$ cat config.mk
export PLATFORM = sky130hd
export DESIGN_NAME = logic_unit_arbiter
export DESIGN_NICKNAME = d
export VERILOG_FILES = /design/src/rtl/logic_unit_arbiter.sv
export SDC_FILE = /design/constraint.sdc
export NUM_CORES = 1
export LEC_CHECK = 0
export ABC_AREA = 1
export CAP_MARGIN = 15
export CORE_MARGIN = 5
export CORE_UTILIZATION = 49
export DETAILED_ROUTE_END_ITERATION = 16
export GPL_TIMING_DRIVEN = 0
export MAX_ROUTING_LAYER = met4
export PLACE_DENSITY = 0.95
export SLEW_MARGIN = 40
export SYNTH_ARGS = -nofsm -noshare
export SYNTH_HDL_FRONTEND = slang
export SYNTH_HIERARCHICAL = 1
export SYNTH_SLANG_ARGS = --single-unit
$ cat constraint.sdc
create_clock -name clk -period 4.2 [get_ports clk]
set_input_delay 0.84 -clock clk [delete_from_list [all_inputs] [get_ports clk]]
set_output_delay 0.84 -clock clk [all_outputs]
set_load 0.02 [all_outputs]
$ cat src/rtl/logic_unit_arbiter.sv
// Two-requester arbiter in front of one shared 8-bit logic datapath (AND/OR/XOR/NOT).
// Define LOGIC_ARB_FIXED_PRIO_EN to give requester 0 fixed priority instead of round-robin.

module and8b (
  input  logic [7:0] a,
  input  logic [7:0] b,
  output logic [7:0] y
);
  assign y = a & b;
endmodule

module or8b (
  input  logic [7:0] a,
  input  logic [7:0] b,
  output logic [7:0] y
);
  assign y = a | b;
endmodule

module xor8b (
  input  logic [7:0] a,
  input  logic [7:0] b,
  output logic [7:0] y
);
  assign y = a ^ b;
endmodule

module not8b (
  input  logic [7:0] a,
  output logic [7:0] y
);
  assign y = ~a;
endmodule

module logic_unit_arbiter #(
  parameter logic RR_INIT = 1'b0
) (
  input  logic       clk,
  input  logic       rst,
  input  logic [1:0] req_valid,
  output logic [1:0] req_ready,
  input  logic [1:0] req_op0,
  input  logic [1:0] req_op1,
  input  logic [7:0] req_a0,
  input  logic [7:0] req_b0,
  input  logic [7:0] req_a1,
  input  logic [7:0] req_b1,
  output logic       res_valid,
  input  logic       res_ready,
  output logic [7:0] res_data,
  output logic       res_id,
  output logic [7:0] op_count,
  output logic       dbg_state
);

  typedef enum logic {IDLE = 1'b0, HOLD = 1'b1} state_t;

  // Handshake: a request is taken when req_valid[i] & req_ready[i] (only in IDLE);
  // a result is consumed when res_valid & res_ready (only in HOLD).
  state_t     r_state;
  logic       r_ptr;
  logic       r_res_valid;
  logic [7:0] r_res_data;
  logic       r_res_id;
  logic [7:0] r_op_count;

  logic       w_any;
  logic       w_fire;
  logic       w_gnt_id;
  logic [1:0] w_op;
  logic [7:0] w_a;
  logic [7:0] w_b;
  logic [7:0] w_and;
  logic [7:0] w_or;
  logic [7:0] w_xor;
  logic [7:0] w_not;
  logic [7:0] w_res;

  assign w_any = |req_valid;

  always_comb begin
    w_gnt_id = 1'b0;
`ifdef LOGIC_ARB_FIXED_PRIO_EN
    w_gnt_id = ~req_valid[0];
`else
    // Pointer only matters on contention; a lone requester always wins.
    if (req_valid == 2'b11) w_gnt_id = r_ptr;
    else                    w_gnt_id = req_valid[1];
`endif
  end

  assign w_fire    = (r_state == IDLE) && w_any && !rst;
  assign req_ready = w_fire ? (w_gnt_id ? 2'b10 : 2'b01) : 2'b00;

  assign w_op = w_gnt_id ? req_op1 : req_op0;
  assign w_a  = w_gnt_id ? req_a1  : req_a0;
  assign w_b  = w_gnt_id ? req_b1  : req_b0;

  and8b u_and (.a(w_a), .b(w_b), .y(w_and));
  or8b  u_or  (.a(w_a), .b(w_b), .y(w_or));
  xor8b u_xor (.a(w_a), .b(w_b), .y(w_xor));
  not8b u_not (.a(w_a), .y(w_not));

  always_comb begin
    w_res = w_and;
    case (w_op)
      2'b00:   w_res = w_and;
      2'b01:   w_res = w_or;
      2'b10:   w_res = w_xor;
      default: w_res = w_not;
    endcase
  end

  always_ff @(posedge clk) begin
    if (rst) begin
      r_state     <= IDLE;
      r_ptr       <= RR_INIT;
      r_res_valid <= 1'b0;
      r_res_data  <= 8'h00;
      r_res_id    <= 1'b0;
      r_op_count  <= 8'h00;
    end else begin
      case (r_state)
        IDLE: begin
          if (w_any) begin
            r_res_data  <= w_res;
            r_res_id    <= w_gnt_id;
            r_ptr       <= ~w_gnt_id;
            r_res_valid <= 1'b1;
            r_state     <= HOLD;
          end
        end
        HOLD: begin
          if (res_ready) begin
            r_res_valid <= 1'b0;
            r_op_count  <= r_op_count + 8'd1;
            r_state     <= IDLE;
          end
        end
        default: r_state <= IDLE;
      endcase
    end
  end

  assign res_valid = r_res_valid;
  assign res_data  = r_res_data;
  assign res_id    = r_res_id;
  assign op_count  = r_op_count;
  assign dbg_state = r_state;

endmodule

Yosys cells after proc, flatten, opt, wreduce, memory -nomap -nowiden
Index checks and enable logic that the tools add are counted.

Logic and storage cells: 39. Output and inout port bits: 21. Flip-flop bits (word level): 20. Bits of input ports: 41.

Add/subtract/negate cells: 1. Muxes and demuxes: 13. Bitwise operators: 6. Reduce and logical (&&, ||, !) cells: 8. Equality and inequality tests: 5.

Operator list (number): $pmux W8 S3 (1); $mux W8 (2); $add A8 B1 Y8 const B (1); $and A8 B8 Y8 (1); $not A8 Y8 (1); $or A8 B8 Y8 (1); $xor A8 B8 Y8 (1); $mux W2 (3); $reduce_and A2 Y1 (3); $mux W1 (5); $eq A2 B2 Y1 const B (2); $ne A2 B2 Y1 const B (2); $pmux W1 S2 (2); $eq A2 B1 Y1 const B (1); $logic_and A1 B1 Y1 (2); $logic_not A2 Y1 (1); $not A1 Y1 (2); $reduce_or A2 Y1 (1); $logic_not A1 Y1 (1).

Longest topological paths before layout
Word-level depth: 5. Gate-level depth with buffers: 16. Gate-level depth less buffers: 14.

Cells and area by module
The synthesis kept the hierarchy.

Modules (own cells, without submodules): logic_unit_arbiter (cells each 233, area each 1407.6 um^2, instances 1, sequential area each 400.4 um^2); xor8b (cells each 40, area each 150.1 um^2, instances 1, sequential area each 0.0 um^2); or8b (cells each 24, area each 90.1 um^2, instances 1, sequential area each 0.0 um^2); and8b (cells each 16, area each 60.1 um^2, instances 1, sequential area each 0.0 um^2); not8b (cells each 8, area each 30.0 um^2, instances 1, sequential area each 0.0 um^2).

Worst setup path before layout
OpenSTA, ideal clock, no wires.

Path kind: input-to-output. Start: input req_valid[0]. End: output req_ready[0]. Buffers on the path: 1. Cell stages on the path: 7. Slack: 1688 ps. Arrival: 1672 ps. Data required time: 3360 ps. Cell sequence: nand2_2 > nand2_2 > buf_6 > inv_2 > nor2_1 > inv_1 > nor2_1.

Cells in the longest elaborated chain, start to end: 4. Elaborated cells on any way between the ends: 7. Those cells by class: 1 x eq/ne; 3 x mux; 3 x reduce/logical.

RTL lines: start: declaration (line 40) `input logic [1:0] req_valid,`; $eq A2 B2 Y1 / $reduce_or A2 Y1 (equally long branches) (line 87, 79); $mux W1 / $logic_and A1 B1 Y1 (equally long branches) (line 87, 92); $mux W2 / $logic_and A1 B1 Y1 (equally long branches) (line 93, 92); $mux W2 * (line 93) `assign req_ready = w_fire ? (w_gnt_id ? 2'b10 : 2'b01) : 2'b00;`; end: declaration (line 41) `output logic [1:0] req_ready,`.

Mark *: on every way between the ends. The rest lies on a longest branch, timed or not.

Final worst setup path
Start: input req_valid[1]. End: output req_ready[0].

Same word-level chain as after synthesis.

==> impl_metrics.tcl <==
set metrics [dict create \
    placementRows 21 \
    critPathMaxFanout 9 \
    busiest_layer "met2" \
    p_leak_nw 1.33 \
    worstMarginPinSlew_ns 0.485 \
    synth-seq-area-share_pct 23.0 \
    holdBufCountCts 0 \
    wl_per_cell_um 10.6 \
    final_cell_mix "nand2_1, inv_1, clkdlybuf4s50_1" \
    fin_tns_setup_ns 0 \
    n_antenna_cell 0 \
    die_h_um 69.6 \
    layout_commonest_cell "nand2_1" \
    slowest_stage "clkdlybuf4s50_1" \
    peakVddDrop_mv 0.228 \
    synth.net_count 363 \
    use_met1_pct 20.3 \
    whs_ns 0.478 \
    status "finished clean" \
    period_share_pct 88.1 \
    arrival_ns 2.86 \
    fp.coreArea_um2 3390 \
    crit_type "primary input to output pin" \
    final_layout_size_suffix_gt1_share_pct 6.48 \
    synth_area_leaders "nand2_1, dfxtp_1, inv_1" \
    startpoint_type "primary input" \
    clkTransAtPathRegs_ns 0.10 \
    setup_viol 0 \
    antenna_found_initial 0 \
    finalNetCount 429 \
    routed_via_density 4.80 \
    cap_violations 0 \
    grt_usage_pct 18.8 \
    final_hold_viol_count 0 \
    cts_tree "built" \
    cts.sinks 20 \
    port_buffers 61 \
    gr-total-overflow 0 \
    synthesis.area_um2 1740 \
    worst-path-buf-inv 5 \
    ys_ff_latch 20 \
    worstSetupEndpointType "output pin" \
    grt_use_met3_pct 3.33 \
    hold_class "flip-flop to flip-flop" \
    hpwl_um 3620 \
    vias 2075 \
    area_delta_synth_final_pct 40.5 \
    drc 0 \
    grt_pass1_wl_um 7620 \
    io_pins 62 \
    post_cts_buffers 0 \
    grt_start_max_net_pins 12 \
    yosysTopAreaCell "nand2_1" \
    clock_latency_ns 0.30 \
    cp_cell_sequence "clkdlybuf4s50_1 -> inv_1 -> a21oi_2 -> inv_2 -> nor2_1 -> inv_1 -> nor2_1 -> clkdlybuf4s50_1" \
    worstRegToRegCells 15 \
    maxSlewViolCount 0 \
    relSlewSlack_pct 67.4 \
    cp_num_cells 8 \
    period_needed_ns 3.70 \
    gp_congestion 0.795 \
    drt_iter0_drc 112 \
    htreeDepth 1 \
    hold_path_depth 2 \
    avgSynthCellArea_um2 5.41 \
    start_util_pct 51.3 \
    drtPass1Iterations 7 \
    fmax_mhz 270 \
    critical-path-top-delay-family "buffers and inverters" \
    antenna_left 0 \
    cts-root-buf "clkbuf_4" \
    rsz0062_at_grt "false" \
    crit_required_ns 3.36 \
    die_x_um 69.6 \
    cts_resized 0 \
    yosysWarnings 6 \
    wl_um 4580 \
    die-area_um2 4840 \
    synth.distinct_cells 25 \
    met2_usage_pct 35.4 \
    max_stage_delay_ns 0.62 \
    clock_skew_ns 0.00493 \
    yosysTopAreaCellShare_pct 27.9 \
    cts_made_buffers 3 \
    grt_pass1_vias 1826 \
    syn_inst 321 \
    p_per_area_nw_per_um2 234 \
    cts_buffer_depth 2 \
]
==> flip-flops by register name, indices dropped and copies added (netlist names) <==
name and flops:
r_ptr 1, res_data 8, op_count 8, res_id 1
res_valid 1, dbg_state 1
==> where the power goes <==
part	internal [mW]	leakage, nW	switching (mW)	total (mW)
combinational	0.112	1.14	0.138	0.250
clock	0.0529	0.0210	0.0582	0.111
sequential	0.203	0.164	0.00812	0.211
==> final timing paths <==
check | start | to | slack, ns
min | res_data[5] | res_data[5] | 0.48
min reg2reg | res_data[5] | res_data[5] | 0.48
max reg2reg | r_ptr | res_data[4] | 2.13
max | req_valid[1] | req_ready[0] | 0.50
==> cells in the mapped netlist <==
library cell and count:
nand2_1 129, inv_1 67, nand3_1 23, dfxtp_1 20, nor2_1 15, o21ai_0 12, a21oi_1 11, nand3b_1 10
nand2_2 7, nor3_1 4, buf_6 3, buf_2 2, buf_4 2, clkbuf_1 2, inv_2 2, nand2_4 2
xor2_1 2, a21oi_2 1, and3_1 1, clkinv_1 1, ha_1 1, nand4_1 1, nor2_2 1, nor2_4 1
nor3b_1 1
==> per-stage QoR <==
| stage | instance area, µm² | cells | worst slack [ns] | utilization (%) | total power, mW |
|---|---|---|---|---|---|
| 6_report | 2440 | 432 | 0.499 | 72.1 | 0.572 |
| 2_1_floorplan | 1740 | 321 | 1.69 | - | 0.368 |
| 3_5_place_dp | 2410 | 428 | 0.504 | 71.0 | 0.463 |
| 5_1_grt | 2440 | 432 | 0.426 | 72.1 | 0.610 |
| 3_3_place_gp | 2410 | 428 | 0.542 | 71.0 | 0.455 |
| 4_1_cts | 2440 | 432 | 0.497 | 72.1 | 0.572 |
==> logic make-up after synthesis <==
logic type	Yosys count	share of synthesized area, %
XOR/XNOR	2	1.01
adder cells (fa/ha/maj)	1	0.720
AO/OA/AOI/OAI	24	7.13
flip-flops	20	23.0
AND/OR/NAND/NOR	195	49.2
buffers and inverters	79	18.9
==> area by class of cell <==
type | count | area [µm²]
multi-input combinational | 222 | 1010
fill | 280 | 947
tap | 46 | 57.6
buffer | 9 | 66.3
inverter | 70 | 263
sequential | 20 | 400
clock buffer | 4 | 36.3
timing repair buffer | 61 | 611
==> tightest hold or removal path: stages (launching register included) <==
cell	delay, ns
dfxtp_1	0.33
nand2_1	0.06
a21oi_1	0.06
==> per-layer routing <==
metal  up-vias  wire [µm]
met5         -          0
li1       1087          -
met2        66       2330
met3         4        278
met1       918       1940
met4         0         34
No activity file was read; power rests on OpenSTA's default activity.
